### src/rtl/n_zero_detect_pkg.sv
// n_zero_detect_pkg: mode encodings and event counter width shared by the detector
package n_zero_detect_pkg;
  localparam logic MODE_CUMULATIVE  = 1'b0;
  localparam logic MODE_CONSECUTIVE = 1'b1;
  localparam int   EVT_W            = 16;
endpackage

### src/rtl/n_zero_detect_ch.sv
// n_zero_detect_ch: one channel of the target-bit counter with Mealy pulse; N_ZERO_DETECT_EVENT_CNT_EN adds a pulse counter
module n_zero_detect_ch
  import n_zero_detect_pkg::*;
#(
  parameter int   COUNT_N = 3,
  parameter logic TARGET  = 1'b0,
  parameter int   CNT_W   = $clog2(COUNT_N)
) (
  input  logic             clk,
  input  logic             reset,
  input  logic             en,
  input  logic             in,
  input  logic             mode,
  input  logic             clear,
  output logic             out,
  output logic [CNT_W-1:0] count
`ifdef N_ZERO_DETECT_EVENT_CNT_EN
  ,
  output logic [EVT_W-1:0] event_cnt
`endif
);
  localparam logic [CNT_W:0]   LIMIT = (CNT_W+1)'(COUNT_N);
  localparam logic [CNT_W-1:0] LAST  = CNT_W'(COUNT_N - 1);
  logic [CNT_W-1:0] cur, nxt;
  logic             hit;
  // out-of-range counts behave as 0; Mealy pulse on the final target bit
  always_comb begin
    cur = ({1'b0, count} < LIMIT) ? count : '0;
    hit = en && (in == TARGET);
    out = !reset && !clear && hit && (cur == LAST);
    nxt = clear ? '0 :
          !en   ? count :
          hit   ? ((cur == LAST) ? '0 : cur + 1'b1) :
          (mode == MODE_CONSECUTIVE) ? '0 : cur;
  end
  // count register
  always_ff @(posedge clk or posedge reset)
    if (reset) count <= '0;
    else       count <= nxt;
`ifdef N_ZERO_DETECT_EVENT_CNT_EN
  logic [EVT_W-1:0] evt;
  // wrapping count of detection pulses
  always_ff @(posedge clk or posedge reset)
    if (reset)      evt <= '0;
    else if (clear) evt <= '0;
    else if (out)   evt <= evt + 1'b1;
  assign event_cnt = evt;
`endif
endmodule

### src/rtl/n_zero_detect.sv
// n_zero_detect: CHANNELS independent N-target-bit detectors; N_ZERO_DETECT_EVENT_CNT_EN adds per-channel pulse counters
module n_zero_detect
  import n_zero_detect_pkg::*;
#(
  parameter int   CHANNELS = 1,
  parameter int   COUNT_N  = 3,
  parameter logic TARGET   = 1'b0
) (
  input  logic                      clk,
  input  logic                      reset,
  input  logic [CHANNELS-1:0]       en,
  input  logic [CHANNELS-1:0]       in,
  input  logic                      mode,
  input  logic                      clear,
  output logic [CHANNELS-1:0]       out,
  output logic [CHANNELS*$clog2(COUNT_N)-1:0] count
`ifdef N_ZERO_DETECT_EVENT_CNT_EN
  ,
  output logic [CHANNELS*EVT_W-1:0] event_cnt
`endif
);
  localparam int CNT_W = $clog2(COUNT_N);
  for (genvar g = 0; g < CHANNELS; g++) begin : g_ch
    n_zero_detect_ch #(
      .COUNT_N(COUNT_N),
      .TARGET (TARGET),
      .CNT_W  (CNT_W)
    ) u_ch (
      .clk      (clk),
      .reset    (reset),
      .en       (en[g]),
      .in       (in[g]),
      .mode     (mode),
      .clear    (clear),
      .out      (out[g]),
      .count    (count[g*CNT_W +: CNT_W])
`ifdef N_ZERO_DETECT_EVENT_CNT_EN
      ,
      .event_cnt(event_cnt[g*EVT_W +: EVT_W])
`endif
    );
  end
endmodule
### config.mk
export PLATFORM = sky130hd
export DESIGN_NAME = n_zero_detect
export DESIGN_NICKNAME = d
export VERILOG_FILES = /design/src/rtl/n_zero_detect_pkg.sv /design/src/rtl/n_zero_detect_ch.sv /design/src/rtl/n_zero_detect.sv
export SDC_FILE = /design/constraint.sdc
export NUM_CORES = 1
export LEC_CHECK = 0
export ABC_AREA = 1
export BUFFER_PORTS_ARGS = -buffer_cell sky130_fd_sc_hd__buf_2
export CORE_AREA = 4 4 41 43
export DETAILED_ROUTE_END_ITERATION = 8
export DIE_AREA = 0 0 45 47
export GPL_TIMING_DRIVEN = 0
export SLEW_MARGIN = 20
export SYNTH_ARGS = -nofsm -noshare
export SYNTH_HDL_FRONTEND = slang
export SYNTH_SLANG_ARGS = --single-unit
### constraint.sdc
create_clock -name clk -period 3 [get_ports clk]
set_clock_uncertainty 0.1 [all_clocks]
set_input_delay 0.9 -clock clk [delete_from_list [all_inputs] [get_ports clk]]
set_output_delay 0.9 -clock clk [all_outputs]
set_load 0.05 [all_outputs]
==> results.txt <==
Status: complete, no violations
Final setup vio count: 0
DP HPWL: 354 um
Slew Limit Fails: 0
Pin count of the biggest net entering global routing: 6
Static Leak: 0.000170 uW
Sequential-to-total area share from yosys stat: 26.7%
Layout Nets: 52
Worst EP required: 2000 ps
Switching share of total power: 28.3%
TritonCTS clock tree: built
Largest reg by FF count: g_ch.u_ch.count
CP startpoint kind: input pin
Reg power frac: 26.9%
WL per Instance: 7.82 um
Power Dens Cells: 403 mW/mm^2
Largest delay share family, worst path: buffers and inverters
Final ANT Viol Nets: 0
Finished Layout Cells: 56
Kind of critical path: input pin to primary output
# rows: 13
CP peak stage delay: 280 ps
Clock-pin slew on the worst setup and hold paths: 30 ps
Vias in the first global route: 211
Die ar.: 0.00212 sq mm
Pre-CTS WS: 404 ps
Biggest regs: g_ch.u_ch.count x2
Initial core utilization: 14.4%
FMAX: 0.386 GHz
Gp weighted congestion: 0.681
Part of the cycle the worst path needs: 86.3%
Minimum clock period: 2590 ps
Comb power frac: 17.8%
DP Area: 251 sq um
Syn Nets: 39
CP endpoint kind: primary output
HP Class: input pin to asynchronous set/reset pin
Root buffer cell: clkbuf_4
Port bufs: 8
Most frequent cell on the critical path: buf_2
Max FFs per register: 2
Mapped Area: 188 sq um
CTS resizes: 0
Syn. warnings: 0
Clock Sinks: 2
Fill cell count: 163
Internal Power: 79.3 uW
GR Overflow Total: 0
Post-CTS Hold Fix Bufs: 0
Layout cells sized above 1: 29.3%
Post-route DRC: 0
Area grow syn2layout: 46.0%
GRT Overall Usage: 5.76%
Number of antenna violations at the first check in global routing: 0
Final wirelength: 438 um
Netlist cell types: 7
Die span in y: 47 um
Actual slew at the worst max-slew pin: 252 ps
Cells after synthesis: 30
Initial drt markers: 7
Worst path buffer plus inverter count: 3
Commonest non-fill, non-tap cells in the layout: 10 x nand2_1, 8 x inv_1, 8 x buf_2
Drt pass-1 iters: 4
Die Wd: 45 um
I/O pin total: 9
Worst path slowest cell: buf_2
Peak VDD IR: 0.000111 V
Sw Pwr: 31.2 uW
Placed instance count: 53
Global-route wire length before repair: 759 um
Total negative setup slack: 0 ps
Vias: 209
Mean post-synth cell area: 6.26 sq um
TritonCTS buffer count: 3
Critical Path Fanout Max: 3
Maximum clock path buffer count: 2
H-tree Lvls: 1
Final setup margin: 411 ps
Post-route cell area: 274 sq um
Clock Latency Late Sink: 230 ps
Worst relative slew slack: 83.3%
Clock group share of total power: 55.3%
Post-CTS setup buffer count: 0
Critical-path cell list: buf_2 > inv_1 > nand2_1 > nor3_2 > buf_2
Final Hold Viols: 0
Max-Cap Viols: 0
Register bit total from synthesis: 2
Vias per Instance: 3.73
Commonest non-fill, non-tap cell in the layout: nand2_1
RSZ-0062 raised after global routing: false
Critical path arrival: 1590 ps
N_diodes: 0
Core Area: 0.00130 sq mm
[per-stage QoR]
step | hold WS, ps | total power (uW) | utilization, %
floorplan | 549 | 42.7 | -
global placement | 444 | 49.9 | 19.3
detailed placement | 458 | 50.1 | 19.3
CTS | 425 | 114 | 21.1
global route | 443 | 121 | 21.1
finish | 425 | 111 | 21.1
[kinds of logic (layout without fill, tap and decap cells)]
family / Yosys count / after routing / synth area share, %
buf+inv: 8 / 19 / 16.0
simple gates: 17 / 17 / 37.3
fa+ha+maj: 3 / 3 / 20.0
flops: 2 / 2 / 26.7
[power by group through the flow]
stage	Sequential, uW	Clock (uW)	Combinational [uW]
after floorplan	33.9	0	8.77
after global placement	30.1	0	19.8
after detailed placement	30.1	0	20.0
after CTS	29.8	64.6	20.1
after global routing	30.0	67.8	22.7
final	29.7	61.1	19.7
[cell usage after synthesis]
cell / instances / share of area (%)
dfrtp_1: 2 / 27
ha_1: 3 / 20
inv_1: 8 / 16
nand2_1: 10 / 20
nand3_1: 4 / 11
nor2_1: 2 / 4.0
nor3_1: 1 / 2.7
[metal layers]
layer	vias to the layer above	global-route usage [%]	routed length (um)
li1	113	-	-
met1	87	4.31	179
met2	7	9.04	204
met3	2	2.68	37
met4	0	8.77	17
met5	-	0	0
[layout make-up]
class	instances	area, sq um	share of cell area (%)
multi-input combinational	20	113	41.1
clock buffer	3	22.5	8.22
inverter	8	30.0	11.0
tap	15	18.8	6.85
sequential	2	50.0	18.3
timing repair buffer	8	40.0	14.6
[worst reg2reg max path: cells and delay by family, from the launching register on]
family | cells | cell delay (ps)
buffers and inverters | 2 | 130
AND/OR/NAND/NOR | 3 | 200
flip-flops | 1 | 380
adder cells (fa/ha/maj) | 1 | 280
[final timing paths]
check | from | to | slack (ps) | cells past startpoint
worst max-delay path | in | out | 410 | 5
worst min-delay path | reset | g_ch[0].u_ch.count[1]$_DFFE_PP0P_ | 430 | 2
worst max register to register | g_ch[0].u_ch.count[0]$_DFFE_PP0P_ | g_ch[0].u_ch.count[0]$_DFFE_PP0P_ | 1790 | 6
worst min register to register | g_ch[0].u_ch.count[0]$_DFFE_PP0P_ | g_ch[0].u_ch.count[0]$_DFFE_PP0P_ | 460 | 2
max in group asynchronous | reset | g_ch[0].u_ch.count[0]$_DFFE_PP0P_ | 2250 | 2
min in group clk | g_ch[0].u_ch.count[0]$_DFFE_PP0P_ | g_ch[0].u_ch.count[0]$_DFFE_PP0P_ | 460 | 2
Note: power is estimated with default switching activity, not from simulation.
